**config.mk**
```make
export PLATFORM = sky130hd
export DESIGN_NAME = vc_vr_converter
export DESIGN_NICKNAME = d
export VERILOG_FILES = /design/src/rtl/vc_vr_converter.sv
export SDC_FILE = /design/constraint.sdc
export NUM_CORES = 1
export LEC_CHECK = 0
export CAP_MARGIN = 20
export CORE_ASPECT_RATIO = 1.25
export CORE_MARGIN = 5
export CORE_UTILIZATION = 52
export CTS_CLUSTER_SIZE = 24
export DETAILED_ROUTE_END_ITERATION = 10
export PLACE_DENSITY = 0.82
export SLEW_MARGIN = 15
export SYNTH_ARGS = -nofsm -noshare
export SYNTH_HDL_FRONTEND = slang
export SYNTH_SLANG_ARGS = --single-unit
```
**constraint.sdc**
```tcl
create_clock -name clk -period 3.82 [get_ports clk]
set_clock_uncertainty 0.1 [all_clocks]
set_input_delay 0.764 -clock clk [delete_from_list [all_inputs] [get_ports clk]]
set_output_delay 0.764 -clock clk [all_outputs]
set_load 0.03 [all_outputs]
```
**src/rtl/vc_vr_converter.sv**
```systemverilog
// vc_vr_converter
//   Bridges a valid/credit upstream interface to a valid/ready downstream
//   interface through a CREDIT_NUM-deep FIFO. The sender gets CREDIT_NUM
//   credits after reset and one further credit for every beat that leaves
//   the FIFO.
// Ports:
//   clk        : clock, rising edge
//   rst_n      : synchronous reset, active HIGH (1 = reset)
//   s_data_i   : upstream payload
//   s_valid_i  : upstream valid, one beat per asserted cycle
//   s_credit_o : one-cycle credit-return pulse
//   m_data_o   : downstream payload (oldest entry)
//   m_valid_o  : downstream valid (FIFO non-empty)
//   m_ready_i  : downstream ready
module vc_vr_converter #(
   parameter int DATA_WIDTH = 8,
   parameter int CREDIT_NUM = 2
) (
   input  logic                  clk,
   input  logic                  rst_n,
   input  logic [DATA_WIDTH-1:0] s_data_i,
   input  logic                  s_valid_i,
   output logic                  s_credit_o,
   output logic [DATA_WIDTH-1:0] m_data_o,
   output logic                  m_valid_o,
   input  logic                  m_ready_i
);

   localparam int PTR_W = (CREDIT_NUM > 1) ? $clog2(CREDIT_NUM) : 1;
   localparam int CNT_W = $clog2(CREDIT_NUM + 1);
   localparam logic [PTR_W-1:0] PTR_LAST = PTR_W'(CREDIT_NUM - 1);
   localparam logic [CNT_W-1:0] CNT_FULL = CNT_W'(CREDIT_NUM);

   logic [DATA_WIDTH-1:0] mem [CREDIT_NUM];
   logic [PTR_W-1:0]      wr_ptr, rd_ptr;
   logic [CNT_W-1:0]      count;
   logic [CNT_W-1:0]      num_of_credits;
   logic [CNT_W-1:0]      pending;       // credit pulses owed but not yet sent

   logic full, push, pop;
   logic [CNT_W:0] avail;                 // one extra bit: pending + this cycle's pop
   logic           credit_nxt;
   logic [CNT_W-1:0] pending_nxt;

   assign full      = (count == CNT_FULL);
   assign m_valid_o = (count != '0);
   assign pop       = m_valid_o & m_ready_i;
   // A full FIFO still accepts a beat when a slot frees in the same cycle.
   assign push      = s_valid_i & (~full | pop);
   // Gated so the output reads zero while empty/in reset; mem itself is not reset.
   assign m_data_o  = m_valid_o ? mem[rd_ptr] : '0;

   // Credit return: one pulse per cycle while anything is owed; pops that
   // arrive during the initial grant simply add to the backlog.
   always_comb begin
      avail       = {1'b0, pending} + (CNT_W+1)'(pop);
      credit_nxt  = (avail != '0);
      pending_nxt = CNT_W'(avail - (CNT_W+1)'(credit_nxt));
   end

   always_ff @(posedge clk) begin
      if (push) mem[wr_ptr] <= s_data_i;
   end

   always_ff @(posedge clk) begin
      if (rst_n) begin
         wr_ptr         <= '0;
         rd_ptr         <= '0;
         count          <= '0;
         num_of_credits <= CNT_FULL;
         pending        <= CNT_FULL;
         s_credit_o     <= 1'b0;
      end else begin
         if (push) wr_ptr <= (wr_ptr == PTR_LAST) ? '0 : wr_ptr + 1'b1;
         if (pop)  rd_ptr <= (rd_ptr == PTR_LAST) ? '0 : rd_ptr + 1'b1;
         case ({push, pop})
            2'b10: begin
               count          <= count + 1'b1;
               num_of_credits <= num_of_credits - 1'b1;
            end
            2'b01: begin
               count          <= count - 1'b1;
               num_of_credits <= num_of_credits + 1'b1;
            end
            default: ;
         endcase
         pending    <= pending_nxt;
         s_credit_o <= credit_nxt;
      end
   end

endmodule

```
== After elaboration in Yosys (flattened, before gate mapping) ==
Memories as Yosys holds them, arrays and structs flattened. A register that Yosys moved wholly into a read port is not among the register bits.
Cells that the tools add are included.

* Output and inout bits: 10
* Word-level logic and storage cells: 30
* Input port bits: 12
* RAM bits: 16
* Memories kept: 1
* Flip-flop bits (word level): 7

{| class="wikitable"
|+ Memory list
! memory !! depth !! bits a word !! rd ports !! clocked after memory_dff !! wr ports !! RTL line !! source
|-
| mem || 2 || 8 || 1 || 1 || 1 || 34 || <nowiki>logic [DATA_WIDTH-1:0] mem [CREDIT_NUM];</nowiki>
|}

* Bitwise gates (word level): 4
* Reductions and logical operators: 3
* Eq/ne operators: 3
* Add/subtract/negate cells: 6
* Multiplexer cells: 8

{| class="wikitable"
|+ Operators with widths
! operator !! count
|-
| two-way mux 8 bit || 1
|-
| two-way mux 1 bit || 6
|-
| == test 2 bit, second input constant || 2
|-
| one-hot mux 2 bit (2 select lines) || 1
|-
| nonzero test 2 bit || 2
|-
| adder 2 x 1 -> 3 bit || 1
|-
| nonzero test 3 bit || 1
|-
| adder 1 bit, second input constant || 2
|-
| adder 2 x 1 -> 2 bit, second input constant || 1
|-
| bitwise AND 1 bit || 2
|-
| == test 2 x 1 -> 1 bit, second input constant || 1
|-
| subtractor 2 x 1 -> 2 bit || 1
|-
| subtractor 2 x 1 -> 2 bit, second input constant || 1
|-
| NOT 1 bit || 1
|-
| bitwise OR 1 bit || 1
|}

== Depth between registers and ports, before layout ==
* Word-level depth: 6
* Mapped depth: 10
* Gate-level depth less buffers: 9

== Worst setup path after synthesis ==
No wires, ideal clock.

* Path type: register to register
* From: register count[0]
* To: register pending[1]
* Setup time: 117 ps
* Stages on the path, launching flop included: 11
* Data required time: 3603 ps
* Arrival: 1853 ps
* Period minus slack after synthesis: 2070 ps
* Setup slack: 1750 ps
* Path buffers: 1
* Cell sequence: dfxtp_1 buf_4 nor2_4 inv_1 and3_1 ha_1 nor2_1 nand2_1 ha_1 xnor2_1 nand2b_1

* Longest elaborated chain between the ends: 5

{| class="wikitable"
|+ RTL lines
! what !! RTL line !! source
|-
| start: declaration || 36 || <nowiki>logic [CNT_W-1:0] count;</nowiki>
|-
| start signal: assignment || 78 || <nowiki>count <= count + 1'b1;</nowiki>
|-
| start signal: assignment || 82 || <nowiki>count <= count - 1'b1;</nowiki>
|-
| nonzero test 2 bit || 46 || <nowiki>assign m_valid_o = (count != '0);</nowiki>
|-
| named net m_valid_o || 25 || <nowiki>output logic m_valid_o,</nowiki>
|-
| bitwise AND 1 bit || 47 || <nowiki>assign pop = m_valid_o & m_ready_i;</nowiki>
|-
| adder 2 x 1 -> 3 bit || 56 || <nowiki>avail = {1'b0, pending} + (CNT_W+1)'(pop);</nowiki>
|-
| nonzero test 3 bit || 57 || <nowiki>credit_nxt = (avail != '0);</nowiki>
|-
| named net credit_nxt || 42 || <nowiki>logic credit_nxt;</nowiki>
|-
| subtractor 2 x 1 -> 2 bit || 58 || <nowiki>pending_nxt = CNT_W'(avail - (CNT_W+1)'(credit_nxt));</nowiki>
|-
| end signal: assignment || 87 || <nowiki>pending <= pending_nxt;</nowiki>
|-
| end: declaration || 38 || <nowiki>logic [CNT_W-1:0] pending;</nowiki>
|}

The timed path passes the listed nets, and every way through them passes these cells.
A chain may end at the register's enable or synchronous reset.

==> impl_metrics.py <==
metrics = {
    "run_status": {
        "status": "finished, final reports clean",
    },
    "synthesis": {
        "synth_area_sq_um": 1020,
        "synthXorXnorAreaFrac_pct": 4.15,
        "yosysTopAreaCell": "edfxtp_1",
        "synth_commonest_cells": "nor2_1, edfxtp_1, mux2i_1, dfxtp_1, a21oi_1",
        "yosys_warnings": 0,
        "synth_compound_area_share_pct": 5.62,
        "synth-edff-count": 16,
        "ys_ff_latch": 24,
        "synth_area_leaders": "edfxtp_1, dfxtp_1, mux2i_1",
        "yosysMostFrequentCell": "nor2_1",
        "synthFlopType": "edfxtp_1",
        "synth_top_family_by_area": "simple AND/OR/NAND/NOR gates",
        "synth_cells": 79,
        "synth.distinct_cells": 25,
        "async_flop_share_pct": 0,
        "synth-adder-area-share_pct": 2.44,
        "avgSynthCellArea_sq_um": 13.0,
        "synth_fp_nets": 93,
        "synth_top_area_share_pct": 46.9,
        "ys_seq_area_share_pct": 62.5,
        "synth_mux_area_share_pct": 10.3,
        "yosys.area_share.simple_pct": 11.0,
    },
    "global_route": {
        "met2_usage_pct": 19.8,
        "grt_util_met3_pct": 2.27,
        "use_met1_pct": 13.7,
        "grt-ovfl-total": 0,
        "grt_max_degree": 14,
        "globalRouteTotalUtil_pct": 12.2,
        "antenna_found_initial": 0,
        "busiest_layer": "met2",
        "grt_pass1_wl_mm": 2.64,
        "grt_pass1_vias": 597,
    },
    "final_layout": {
        "fill_cells": 160,
        "final_nets": 115,
        "synthToLayoutAreaGrowth_pct": 22.8,
        "drive_above_1_share_pct": 9.00,
        "antenna_cells": 0,
    },
    "hold_path": {
        "hp-start": "rd_ptr",
        "hold_depth": 2,
        "hold_class": "reg -> reg",
        "holdPathEnd": "rd_ptr",
    },
    "detailed_routing": {
        "dr.pass1.iters": 3,
        "viasPerCell": 4.98,
        "wl_per_cell_microns": 12.8,
        "wirelength_mm": 1.53,
        "drtIter0Drc": 13,
        "postRouteAntennaNets": 0,
        "drc": 0,
        "vias": 598,
    },
    "power_and_ir_drop": {
        "p_leak_nw": 0.451,
        "p_comb_share_pct": 25.7,
        "p_sw_share_pct": 28.3,
        "p_seq_share_pct": 55.6,
        "power_density_nw_per_um2": 463,
        "p_total_mw": 0.582,
        "ir_worst_vdd_mv": 0.338,
        "power.internal_mw": 0.418,
        "p_clk_share_pct": 18.7,
        "switching_power_mw": 0.165,
    },
    "critical_path": {
        "crit_chain": "mux2i_1 -> nor2_1 -> clkdlybuf4s50_1",
        "arrival_ns": 1.86,
        "r2r-end": "pending[1]",
        "cp_num_buf_inv": 1,
        "rr_startpoint": "count[0]",
        "worst_path_largest_cell_delay_ns": 0.68,
        "rr_worst_depth": 9,
        "worst_ep_required_time_ns": 2.96,
        "cp_max_fo": 8,
        "ff2ff_setup_slack_ns": 1.73,
        "cp_slowest_cell": "clkdlybuf4s50_1",
        "cpLargestDelayFamily": "buffers and inverters",
        "critical_path_class": "reg -> out",
        "cp-start-kind": "flip-flop",
        "endpoint_kind": "output port",
    },
    "clocking": {
        "clk_pin_slew_worst_paths_ns": 0.11,
        "clock_latency_ns": 0.31,
        "cts_sinks": 24,
        "hold_buffers": 0,
        "cts_buffer_depth": 2,
        "post_cts_buffers": 0,
        "cts-htree-levels": 1,
        "cts_made_buffers": 3,
        "cts_resized": 0,
        "cts_root_buf": "clkbuf_4",
        "cts_tree": "yes",
    },
    "place": {
        "dpl.hpwl_mm": 1.17,
        "port_buffers": 21,
        "gp_congestion": 0.715,
    },
    "sta": {
        "finalCriticalPeriod_ns": 2.72,
        "period_share_pct": 71.3,
        "finalSetupViolCount": 0,
        "fmax_ghz": 0.367,
        "final_hold_viol_count": 0,
        "rsz0062_at_grt": "false",
        "slew_headroom_pct": 55.5,
        "tns_ns": 0,
        "slew_violations": 0,
        "worst-slew-pin-transition_ns": 0.665,
    },
    "floorplanning": {
        "coreArea_sq_um": 1940,
        "initial_core_util_pct": 52.9,
        "die-width_microns": 49.7,
        "std_cell_rows": 18,
        "dieArea_sq_um": 2960,
        "ioPinCount": 22,
        "fp.dieH_microns": 59.6,
    },
    "flow_run": {
        "maxCapViolations": 0,
    },
}
## tightest hold or removal path: stages (launching register included)
cell and delay [ns]:
dfxtp_1 0.35, xor2_1 0.08, nor2_1 0.07
## power by group through the flow
| stage | clock [mW] | combinational [mW] | sequential (mW) |
|---|---|---|---|
| after global placement | 0 | 0.148 | 0.330 |
| final | 0.109 | 0.150 | 0.324 |
| after floorplan | 0 | 0.108 | 0.327 |
| after CTS | 0.113 | 0.152 | 0.325 |
| after detailed placement | 0 | 0.152 | 0.331 |
| after global routing | 0.126 | 0.167 | 0.327 |
## per-stage QoR
stage | area, sq um | hold WS (ns) | instances | worst slack [ns] | util (%)
2_1_floorplan | 1020 | 0.372 | 79 | 1.75 | -
3_3_place_gp | 1230 | 0.387 | 116 | 1.20 | 63.6
3_5_place_dp | 1230 | 0.414 | 116 | 1.13 | 63.6
4_1_cts | 1260 | 0.446 | 120 | 1.04 | 65.0
5_1_grt | 1260 | 0.480 | 120 | 0.933 | 65.0
6_report | 1260 | 0.434 | 120 | 1.10 | 65.0
## layout make-up
class	count	area, sq um	share of cell area [%]
multi-input cells	48	343	27.2
well taps	20	25.0	1.99
clock buffers	3	22.5	1.79
flip-flops and latches	24	641	50.9
inverters	3	13.8	1.09
clock inverters	1	3.75	0.298
repair buffers	21	210	16.7
## per-layer routing
| metal | up-vias | share of wire (%) |
|---|---|---|
| li1 | 313 | - |
| met2 | 17 | 49 |
| met4 | 0 | 3.7 |
| met1 | 263 | 43 |
| met3 | 5 | 4.7 |
| met5 | - | 0 |
## flip-flops by register name (all words and copies together) (netlist names), named ones only
signal      flops
mem            16
count           2
pending         2
rd_ptr          1
s_credit_o      1
wr_ptr          1
## kinds of logic (layout without fill, tap and decap cells)
logic type / count (synthesis) / in the layout
adder cells (fa/ha/maj): 2 / 2
multiplexers: 10 / 10
buffers and inverters: 7 / 28
AO/OA/AOI/OAI: 7 / 7
AND/OR/NAND/NOR: 25 / 25
flip-flops: 24 / 24
XOR/XNOR: 4 / 4
## placed cells by master (no fill, tap or decap), types with 2 or more instances in the layout
cell type	netlist	routed
nor2_1	17	17
ha_1	2	2
xor2_1	2	2
mux2i_1	9	9
inv_1	2	2
nand2b_1	2	2
clkdlybuf4s50_1	0	21
dfxtp_1	8	8
edfxtp_1	16	16
nand2_1	2	2
clkbuf_4	0	3
a21oi_1	4	4
## worst max-delay path by stage
stage               startpoint     endpoint  slack, ns  cells after the start
floorplan             count[0]   pending[1]       1.75                     10
global placement     m_ready_i   pending[1]       1.20                      8
detailed placement   m_ready_i   pending[1]       1.13                      8
CTS                  flip-flop  m_data_o[7]       1.04                      3
global route         flip-flop  m_data_o[7]       0.93                      3
finish               flip-flop  m_data_o[7]       1.10                      3
Note: power is estimated with default switching activity, not from simulation.
